**config.mk**
```make
export PLATFORM = sky130hd
export DESIGN_NAME = program_loader
export DESIGN_NICKNAME = d
export VERILOG_FILES = /design/src/rtl/program_mem_pkg.sv /design/src/rtl/byte_to_word_packer.sv /design/src/rtl/program_loader.sv
export SDC_FILE = /design/constraint.sdc
export NUM_CORES = 1
export LEC_CHECK = 0
export ABC_AREA = 1
export BUFFER_PORTS_ARGS = -buffer_cell sky130_fd_sc_hd__buf_2
export CAP_MARGIN = 20
export CORE_MARGIN = 3
export CORE_UTILIZATION = 45
export DETAILED_ROUTE_END_ITERATION = 16
export PLACE_DENSITY = 0.69
export SYNTH_ARGS = -nofsm -noshare
export SYNTH_HDL_FRONTEND = slang
export SYNTH_SLANG_ARGS = --single-unit
```
**constraint.sdc**
```tcl
create_clock -name clk -period 2.1 [get_ports clk]
set_clock_uncertainty 0.05 [all_clocks]
set_input_delay 0.105 -clock clk [delete_from_list [all_inputs] [get_ports clk]]
set_output_delay 0.105 -clock clk [all_outputs]
set_load 0.02 [all_outputs]
```
**src/rtl/program_mem_pkg.sv**
```systemverilog
// program_mem_pkg
// Shared constants for the 16x128 program memory and the loader state
// encoding. The constants are also used by the RAM itself and by the
// instruction-fetch logic, so they live here rather than in any one block.
package program_mem_pkg;

  localparam int PROG_ADDR_W = 7;
  localparam int PROG_DATA_W = 16;
  localparam int PROG_DEPTH  = 128;

  typedef enum logic [2:0] {
    LD_IDLE       = 3'd0,
    LD_RECV_HI    = 3'd1,
    LD_RECV_LO    = 3'd2,
    LD_WRITE      = 3'd3,
    LD_VERIFY_REQ = 3'd4,
    LD_VERIFY_ACC = 3'd5,
    LD_DONE       = 3'd6
  } loader_state_e;

endpackage

```
**src/rtl/byte_to_word_packer.sv**
```systemverilog
// byte_to_word_packer
// Collects two bytes (high byte first) into one 16-bit word.
// Ports:
//   clk, rst     clock and synchronous active-high reset (word_valid only)
//   recv_hi      loader is waiting for the high byte
//   recv_lo      loader is waiting for the low byte
//   in_valid     byte source has data
//   in_data      byte payload
//   in_ready     byte accepted this cycle when in_valid is also high
//   word_valid   one-cycle strobe, high in the cycle after the low byte lands
//   word         {hi, lo}
module byte_to_word_packer
  import program_mem_pkg::*;
#(
  parameter int DATA_W = PROG_DATA_W
) (
  input  logic              clk,
  input  logic              rst,
  input  logic              recv_hi,
  input  logic              recv_lo,
  input  logic              in_valid,
  input  logic [7:0]        in_data,
  output logic              in_ready,
  output logic              word_valid,
  output logic [DATA_W-1:0] word
);

  logic [7:0] hi_q, hi_d;
  logic [7:0] lo_q, lo_d;
  logic       word_valid_q, word_valid_d;

  // Readiness is a pure decode of the loader state, so there is no
  // combinational path from in_valid back to in_ready.
  assign in_ready = recv_hi | recv_lo;

  always_comb begin
    hi_d         = hi_q;
    lo_d         = lo_q;
    word_valid_d = recv_lo & in_valid;
    if (recv_hi && in_valid) hi_d = in_data;
    if (recv_lo && in_valid) lo_d = in_data;
  end

  always_ff @(posedge clk) begin
    if (rst) word_valid_q <= 1'b0;
    else     word_valid_q <= word_valid_d;
  end

  // Byte holding registers carry data only; they are never observed
  // unless word_valid is set, so they need no reset.
  always_ff @(posedge clk) begin
    hi_q <= hi_d;
    lo_q <= lo_d;
  end

  assign word_valid = word_valid_q;
  assign word       = {hi_q, lo_q};

endmodule

```
**src/rtl/program_loader.sv**
```systemverilog
// program_loader
// Streams bytes into the 16x128 program RAM as 16-bit words (MSB first),
// starting at address 0, then reads the region back and compares a 16-bit
// modulo sum of what was written against the sum of what was read.
// Ports:
//   clk, rst          clock, synchronous active-high reset
//   start, word_count begin a load of word_count words (0..128, saturating)
//   in_valid/in_data/in_ready   byte stream handshake
//   ram_write_en/ram_read_en/ram_addr/ram_din/ram_dout   RAM ports
//   busy              high outside IDLE
//   done              one-cycle pulse when the load completes
//   verify_err        readback sum differed; held until the next start
//   checksum          modulo-2^16 sum of the words written
module program_loader
  import program_mem_pkg::*;
#(
  parameter int ADDR_W = PROG_ADDR_W,
  parameter int DATA_W = PROG_DATA_W,
  parameter int DEPTH  = PROG_DEPTH
) (
  input  logic              clk,
  input  logic              rst,
  input  logic              start,
  input  logic [7:0]        word_count,
  input  logic              in_valid,
  input  logic [7:0]        in_data,
  output logic              in_ready,
  output logic              ram_write_en,
  output logic              ram_read_en,
  output logic [ADDR_W-1:0] ram_addr,
  output logic [DATA_W-1:0] ram_din,
  input  logic [DATA_W-1:0] ram_dout,
  output logic              busy,
  output logic              done,
  output logic              verify_err,
  output logic [DATA_W-1:0] checksum
);

  loader_state_e     state_q, state_d;
  logic [ADDR_W-1:0] ptr_q, ptr_d;
  logic [ADDR_W-1:0] last_q, last_d;
  logic [DATA_W-1:0] checksum_q, checksum_d;
  logic [DATA_W-1:0] rd_sum_q, rd_sum_d;
  logic              verify_err_q, verify_err_d;

  logic              word_valid;
  logic [DATA_W-1:0] word;

  // Index of the final word: count clamped to DEPTH, minus one. Only used
  // for non-zero counts, so the result always fits in ADDR_W bits.
  function automatic logic [ADDR_W-1:0] last_index(input logic [7:0] wc);
    logic [7:0] n;
    n = (wc > 8'(DEPTH)) ? 8'(DEPTH) : wc;
    return ADDR_W'(n - 8'd1);
  endfunction

  byte_to_word_packer #(
    .DATA_W (DATA_W)
  ) u_packer (
    .clk        (clk),
    .rst        (rst),
    .recv_hi    (state_q == LD_RECV_HI),
    .recv_lo    (state_q == LD_RECV_LO),
    .in_valid   (in_valid),
    .in_data    (in_data),
    .in_ready   (in_ready),
    .word_valid (word_valid),
    .word       (word)
  );

  always_comb begin
    state_d      = state_q;
    ptr_d        = ptr_q;
    last_d       = last_q;
    checksum_d   = checksum_q;
    rd_sum_d     = rd_sum_q;
    verify_err_d = verify_err_q;

    unique case (state_q)
      LD_IDLE: begin
        if (start) begin
          ptr_d        = '0;
          checksum_d   = '0;
          rd_sum_d     = '0;
          verify_err_d = 1'b0;
          if (word_count == 8'd0) begin
            state_d = LD_DONE;
          end else begin
            last_d  = last_index(word_count);
            state_d = LD_RECV_HI;
          end
        end
      end
      LD_RECV_HI: if (in_valid) state_d = LD_RECV_LO;
      LD_RECV_LO: if (in_valid) state_d = LD_WRITE;
      LD_WRITE: begin
        if (word_valid) checksum_d = checksum_q + word;
        if (ptr_q == last_q) begin
          ptr_d   = '0;
          state_d = LD_VERIFY_REQ;
        end else begin
          ptr_d   = ptr_q + 1'b1;
          state_d = LD_RECV_HI;
        end
      end
      LD_VERIFY_REQ: state_d = LD_VERIFY_ACC;
      LD_VERIFY_ACC: begin
        // ram_dout holds the word requested in the previous cycle.
        rd_sum_d = rd_sum_q + ram_dout;
        if (ptr_q == last_q) begin
          state_d = LD_DONE;
        end else begin
          ptr_d   = ptr_q + 1'b1;
          state_d = LD_VERIFY_REQ;
        end
      end
      LD_DONE: state_d = LD_IDLE;
      default: state_d = LD_IDLE;
    endcase

    // Compare on the edge entering DONE, using the sums as they will be
    // after that edge so the final readback word is included.
    if (state_d == LD_DONE) verify_err_d = (rd_sum_d != checksum_d);
  end

  always_ff @(posedge clk) begin
    if (rst) begin
      state_q      <= LD_IDLE;
      ptr_q        <= '0;
      last_q       <= '0;
      checksum_q   <= '0;
      rd_sum_q     <= '0;
      verify_err_q <= 1'b0;
    end else begin
      state_q      <= state_d;
      ptr_q        <= ptr_d;
      last_q       <= last_d;
      checksum_q   <= checksum_d;
      rd_sum_q     <= rd_sum_d;
      verify_err_q <= verify_err_d;
    end
  end

  // Outputs decode state and registers only.
  assign busy         = (state_q != LD_IDLE);
  assign done         = (state_q == LD_DONE);
  assign ram_write_en = (state_q == LD_WRITE);
  assign ram_read_en  = (state_q == LD_VERIFY_REQ);
  assign ram_addr     = (ram_write_en || ram_read_en) ? ptr_q : '0;
  assign ram_din      = ram_write_en ? word : '0;
  assign verify_err   = verify_err_q;
  assign checksum     = checksum_q;

endmodule

```
=== Word level (Yosys, flattened, before mapping) ===
Cells that the tools add are included.

* Output and inout bits: 45
* Register bits: 67
* Memories kept: 0
* Bits in read-only memories: 0
* Latch bits: 0
* RAM bits: 0
* Logic and storage cells: 62

* Reductions and logical operators: 12
* Add/sub/neg operators: 4
* Magnitude comparators: 1
* Muxes and demuxes: 22
* Divide/modulo/power cells: 0
* Bitwise gates (word level): 3
* Equality and inequality tests: 11
* Multiply operators: 0
* Shifts and indexed selects: 0

{| class="wikitable"
|+ Operators by type and width
! kind !! number
|-
| $mux W16 || 4
|-
| $pmux W16 S2 || 2
|-
| $mux W7 || 5
|-
| $add A16 B16 Y16 || 2
|-
| $pmux W7 S3 || 1
|-
| $pmux W3 S6 || 1
|-
| $ne A16 B16 Y1 || 1
|-
| $mux W3 || 5
|-
| $eq A3 B3 Y1 const B || 4
|-
| $gt A8 B8 Y1 const B || 1
|-
| $logic_not A8 Y1 || 1
|-
| $add A7 B1 Y7 const B || 1
|-
| $eq A7 B7 Y1 || 1
|-
| $sub A7 B1 Y7 const B || 1
|-
| $eq A3 B2 Y1 const B || 2
|-
| $reduce_and A3 Y1 || 2
|-
| $reduce_bool A3 Y1 || 2
|-
| $ne A2 B2 Y1 const B || 2
|-
| $reduce_bool A2 Y1 || 2
|-
| $eq A3 B1 Y1 const B || 1
|-
| $logic_not A3 Y1 || 1
|-
| $mux W1 || 3
|-
| $logic_and A1 B1 Y1 || 2
|-
| $mux W2 || 1
|-
| 5 further kinds || 5
|}

=== Logic depth before layout (Yosys ltp) ===
* Depth after elaboration: 7
* Mapped depth: 21
* Gate-level depth less buffers: 21

=== Modules after synthesis ===
From an unflattened synthesis, not the netlist that was laid out.

* Cell total of the unflattened synthesis: 953
* Area, all modules: 5544.1 um2

{| class="wikitable"
|+ Modules (own cells, without submodules)
! module !! instances !! area each (um2) !! cells each
|-
| program_loader || 1 || 5018.6 || 930
|-
| byte_to_word_packer || 1 || 525.5 || 23
|}

=== Worst setup path before layout ===
OpenSTA, ideal clock, no wires.

* Path kind: register to register
* From: register checksum_q[0] (netlist: checksum[0])
* To: register verify_err_q (netlist: verify_err)
* Arrival: 2149 ps
* Cell stages (with the launch flop): 20
* Slack: -210 ps
* Path buffers: 0
* Cell sequence: dfxtp_1 -> ha_1 -> inv_1 -> fa_1 -> inv_1 -> nand3_1 -> nand2_1 -> nand2_1 -> nand2_1 -> nand2_1 -> nand3_1 -> nand2_1 -> nand3_1 -> nand2_1 -> nor2_1 -> nand2_1 -> nor2_2 -> nand3_1 -> nor2_1 -> nor2_1

* Longest elaborated chain between the ends: 5
* Elaborated cells on any way between the ends: 6
* Classes of those cells: add/sub (1); eq/ne (1); mux (4)

{| class="wikitable"
|+ RTL lines
! item !! RTL line !! RTL
|-
| start, declared || program_loader.sv:42 || <nowiki>logic [DATA_W-1:0] checksum_q, checksum_d;</nowiki>
|-
| start signal, assigned || program_loader.sv:138 || <nowiki>checksum_q <= checksum_d;</nowiki>
|-
| $add A16 B16 Y16 || program_loader.sv:97 || <nowiki>if (word_valid) checksum_d = checksum_q + word;</nowiki>
|-
| $mux W16 || program_loader.sv:97 ||
|-
| $pmux W16 S2 (*) || program_loader.sv:79 || <nowiki>unique case (state_q)</nowiki>
|-
| $ne A16 B16 Y1 (*) || program_loader.sv:123 || <nowiki>if (state_d == LD_DONE) verify_err_d = (rd_sum_d != checksum_d);</nowiki>
|-
| $mux W1 (*) || program_loader.sv:123 ||
|-
| end signal, assigned || program_loader.sv:140 || <nowiki>verify_err_q <= verify_err_d;</nowiki>
|-
| end, declared || program_loader.sv:44 || <nowiki>logic verify_err_q, verify_err_d;</nowiki>
|}

Every way passes the cells marked *; elsewhere a longest branch is shown, timed or not.
A chain may end at the register's enable or synchronous reset.

=== Worst setup path after layout ===
* From: register u_packer.lo_q[0]
* To: register verify_err_q (netlist: verify_err)

* Longest elaborated chain between the ends: 5

{| class="wikitable"
|+ RTL lines
! item !! RTL line !! RTL
|-
| start, declared || byte_to_word_packer.sv:29 || <nowiki>logic [7:0] lo_q, lo_d;</nowiki>
|-
| start signal, assigned || byte_to_word_packer.sv:53 || <nowiki>lo_q <= lo_d;</nowiki>
|-
| $add A16 B16 Y16 || program_loader.sv:97 ||
|-
| $mux W16 || program_loader.sv:97 ||
|-
| $pmux W16 S2 || program_loader.sv:79 ||
|-
| $ne A16 B16 Y1 || program_loader.sv:123 ||
|-
| $mux W1 || program_loader.sv:123 ||
|}

No other way between the ends.

==> metrics.txt <==
# TYPE chip_impl_metric gauge
chip_impl_metric{name="grt.met3_usage",unit=""} 0.04010
chip_impl_metric{name="r2r.worst_path.cells",unit=""} 16
chip_impl_info{name="cts-root-buf",value="clkbuf_16"} 1
chip_impl_metric{name="final.setup.worst_slack",unit="ps"} -238.3
chip_impl_metric{name="hold-path-cell-count",unit=""} 3
chip_impl_metric{name="ant_nets_after_route",unit=""} 0
chip_impl_metric{name="synth_area_per_cell",unit="sq um"} 5.937
chip_impl_metric{name="worst-path-max-fanout",unit=""} 2
chip_impl_info{name="status",value="finished with violations"} 1
chip_impl_metric{name="cts_max_level",unit=""} 3
chip_impl_info{name="failed_checks",value="negative setup slack"} 1
chip_impl_metric{name="grt_antenna_before_repair",unit=""} 1
chip_impl_metric{name="diodes",unit=""} 0
chip_impl_metric{name="routed_wl",unit="um"} 15660
chip_impl_info{name="worstReg2RegStart",value="u_packer.lo_q[0]"} 1
chip_impl_metric{name="cp_data_arrival_time",unit="ps"} 2520
chip_impl_metric{name="irDropWorstVdd",unit="V"} 0.0004519
chip_impl_metric{name="core_region_area",unit="sq um"} 12060
chip_impl_metric{name="cts_made_buffers",unit=""} 9
chip_impl_metric{name="layout-drive-gt1-share",unit=""} 0.2381
chip_impl_metric{name="dr_drc_count",unit=""} 0
chip_impl_metric{name="fin_crit",unit="ps"} 2338
chip_impl_metric{name="layout.cell_area.non_filler",unit="sq um"} 7370
chip_impl_metric{name="min_period_over_period",unit=""} 1.113
chip_impl_metric{name="static_leakage",unit="nW"} 4.021
chip_impl_metric{name="post_syn_area",unit="sq um"} 5569
chip_impl_metric{name="yosys_warnings",unit=""} 0
chip_impl_info{name="timing.rr.end",value="verify_err"} 1
chip_impl_metric{name="worst_relative_slew_slack",unit=""} 0.7013
chip_impl_metric{name="regToRegSetupSlack",unit="ps"} -240
chip_impl_metric{name="drt-vias-per-instance",unit=""} 4.708
chip_impl_metric{name="setup_viol_count_final",unit=""} 1
chip_impl_metric{name="setup-tns-final",unit="ps"} -238.3
chip_impl_metric{name="synth_seq_area_share",unit=""} 0.2696
chip_impl_metric{name="area.sequential",unit="sq um"} 1510
chip_impl_metric{name="floorplan.initialDensity",unit=""} 0.4617
chip_impl_info{name="worst_hold_path.endpoint",value="u_packer.word_valid"} 1
chip_impl_info{name="critical_path.endpoint_type",value="flop"} 1
chip_impl_metric{name="drt-wirelength-per-cell",unit="um"} 12.19
chip_impl_metric{name="report.final.slew_viol_count",unit=""} 0
chip_impl_metric{name="floorplan.rows",unit=""} 40
chip_impl_metric{name="gr-usage-met1",unit=""} 0.3041
chip_impl_info{name="path_class_of_the_lowest_slack_min_delay_path",value="in2reg"} 1
chip_impl_metric{name="cts.reportedPaths.clkPinSlew",unit="ps"} 60
chip_impl_metric{name="post_layout_nonfiller_instances",unit=""} 1285
chip_impl_metric{name="timing_hold_violations_final",unit=""} 0
chip_impl_metric{name="io-pin-count",unit=""} 81
chip_impl_metric{name="placed_area",unit="sq um"} 6775
chip_impl_info{name="setup_repair_after_global_routing_missed_its_margin",value="yes"} 1
chip_impl_metric{name="count_of_flip_flops_with_a_built_in_enable_after_synthesis",unit=""} 16
chip_impl_metric{name="multi_input_area",unit="sq um"} 3507
chip_impl_metric{name="die_x",unit="um"} 117.2
chip_impl_info{name="crit_type",value="reg2reg"} 1
chip_impl_metric{name="cap_viol_max_count",unit=""} 0
chip_impl_info{name="synth_area_leader_cell",value="nand2_1"} 1
chip_impl_metric{name="met2_usage",unit=""} 0.3914
chip_impl_metric{name="synth-seq-cells",unit=""} 67
chip_impl_metric{name="grt_max_degree",unit=""} 35
chip_impl_metric{name="post-place-cells",unit=""} 1257
chip_impl_metric{name="number_of_nets_in_the_layout",unit=""} 1182
chip_impl_info{name="hold_crit_start",value="in_valid"} 1
chip_impl_metric{name="clock_insertion_delay_worst_skew",unit="ps"} 340
chip_impl_metric{name="clock_tree.buffer_depth",unit=""} 2
chip_impl_metric{name="yosysTopAreaCellShare",unit=""} 0.2110
chip_impl_metric{name="highest_clock_frequency_the_design_can_meet",unit="GHz"} 0.4277
chip_impl_info{name="gr-max-usage-layer",value="met2"} 1
chip_impl_info{name="top_reg_cell_synth",value="dfxtp_1"} 1
chip_impl_metric{name="netlist_instances",unit=""} 938
chip_impl_metric{name="synth_nets",unit=""} 1008
chip_impl_metric{name="yosys.cell_types.count",unit=""} 41
chip_impl_metric{name="port_buffers",unit=""} 80
chip_impl_metric{name="crit_required",unit="ps"} 2280
chip_impl_metric{name="worst_slew_pin_slew",unit="ps"} 443.4
chip_impl_info{name="synth_common_cells",value="313 x nand2_1, 164 x inv_1, 124 x nor2_1"} 1
chip_impl_metric{name="powerDensity",unit="nW/um^2"} 468.1
chip_impl_info{name="start_kind",value="flop"} 1
chip_impl_metric{name="synth_async_sr_flop_share",unit=""} 0
chip_impl_metric{name="die_area",unit="sq um"} 13750
chip_impl_info{name="yosys.cell_count.top_type",value="nand2_1"} 1
chip_impl_metric{name="grt_pass1_vias",unit=""} 5448
chip_impl_metric{name="via_count",unit=""} 6050
chip_impl_metric{name="grt_first_pass_wirelength",unit="um"} 25050
chip_impl_metric{name="grt.overflow.total",unit=""} 0
chip_impl_metric{name="final_hpwl_dp",unit="um"} 12220
chip_impl_metric{name="die-height",unit="um"} 117.2
chip_impl_info{name="clock_tree_from_tritoncts",value="yes"} 1
chip_impl_metric{name="grt_usage",unit=""} 0.2313
chip_impl_info{name="yosys-top-cells-area",value="nand2_1 21%, dfxtp_1 18%, inv_1 11%"} 1
chip_impl_metric{name="drt_iter0_markers",unit=""} 340
chip_impl_metric{name="area_growth",unit="%"} 32.33
chip_impl_metric{name="nFillCells",unit=""} 1166
chip_impl_metric{name="first_pass_iters",unit=""} 5
chip_impl_metric{name="globalplace.congestion",unit=""} 0.9461
chip_impl_metric{name="clock_sinks",unit=""} 67
[worst max path at each step]
stage                     start    endpoint  slack (ps)  depth (start not counted)
2_1_floorplan  u_packer.lo_q[0]  verify_err         -20                         16
4_1_cts        u_packer.lo_q[0]  verify_err        -240                         16
6_report       u_packer.lo_q[0]  verify_err        -240                         16
3_3_place_gp   u_packer.lo_q[0]  verify_err        -200                         16
3_5_place_dp   u_packer.lo_q[0]  verify_err        -260                         16
5_1_grt        u_packer.lo_q[2]  verify_err        -390                         17
[cells by family after synthesis]
| group | after synthesis | share of synthesized area |
|---|---|---|
| simple gates | 557 | 0.4224 |
| buf+inv | 191 | 0.1359 |
| compound gates | 78 | 0.07572 |
| flops | 67 | 0.2696 |
| fa+ha+maj | 34 | 0.07908 |
| xor+xnor | 11 | 0.01730 |
[flip-flops by register name, summed over array words and instances (netlist names)]
name	count
checksum	16
rd_sum_q	16
u_packer.hi_q	8
u_packer.lo_q	8
last_q	7
ptr_q	7
state_q	3
u_packer.word_valid	1
verify_err	1
[stage by stage]
step / setup slack, ps / hold WS (ps) / total power (W) / utilization
2_1_floorplan: -20.68 / 153.9 / 0.001738 / -
3_3_place_gp: -202.8 / 246.7 / 0.001908 / 0.5617
3_5_place_dp: -257.2 / 248.1 / 0.001915 / 0.5617
4_1_cts: -235.3 / 10.40 / 0.003464 / 0.5960
5_1_grt: -388.4 / 32.41 / 0.003601 / 0.6110
6_report: -238.3 / 22.27 / 0.003450 / 0.6110
[placed cells by master (no fill, tap or decap), types with 4 or more instances in the layout]
master | Yosys | final
inv_2 | 6 | 12
buf_4 | 0 | 89
nand2_1 | 313 | 300
or2_2 | 4 | 4
ha_4 | 0 | 7
xor2_1 | 8 | 8
dfxtp_1 | 51 | 46
nand2_2 | 10 | 23
nand3_4 | 3 | 4
nand4_1 | 7 | 7
inv_1 | 164 | 158
o21ai_0 | 14 | 13
dfxtp_2 | 0 | 4
ha_1 | 32 | 24
edfxtp_1 | 16 | 16
a21oi_2 | 1 | 7
nor2_1 | 124 | 124
clkbuf_16 | 0 | 10
a21oi_1 | 49 | 43
dlygate4sd3_1 | 0 | 10
nor3_1 | 6 | 6
nand3b_1 | 7 | 7
buf_2 | 2 | 80
nand3_2 | 2 | 5
nand3_1 | 73 | 69
[what timing repair did]
action / CTS / global route
pin swaps: 1 / 10
setup endpoints to repair: 1 / 12
setup buffers: 0 / 2
hold endpoints to repair: 18 / 0
cloned: 0 / 0
hold buffers: 10 / 0
gates resized for setup: 4 / 36
[final cells by class]
class                           instances  area share
Clock buffer                           10     0.03396
Clock inverter                          6    0.007131
Inverter                              175     0.09100
Multi-Input combinational cell        680      0.4759
Sequential cell                        67      0.2049
Tap cell                              168     0.02852
Timing Repair Buffer                  179      0.1586
[report_power, final]
part	switching, W	total (W)	internal (W)	leakage, nW
clock network	0.000642	0.00153	0.000890	0.143
registers	0.0000336	0.00139	0.00136	0.561
logic	0.000324	0.000529	0.000205	3.32
[worst max-delay path, cell delays in order (launching register included)]
cell and delay [ps]:
edfxtp_1 440, ha_4 190, inv_2 40, fa_2 420
o21ai_2 120, nand2_1 70, nand2_1 80, xnor2_1 110
nand2_1 70, nor2_1 120, nand2_1 60, nor2_1 90
nand2_1 80, nor2_2 80, nand3_1 60, nor2_1 90
nor2_1 40
[metal layers]
| metal | vias to the layer above | part of all wire | wire [um] |
|---|---|---|---|
| met3 | 21 | 0.042 | 663 |
| met5 | - | 0.00083 | 13 |
| met2 | 123 | 0.48 | 7520 |
| met1 | 2658 | 0.46 | 7200 |
| li1 | 3246 | - | - |
| met4 | 2 | 0.017 | 264 |
Power figures use the tool's default switching activity.
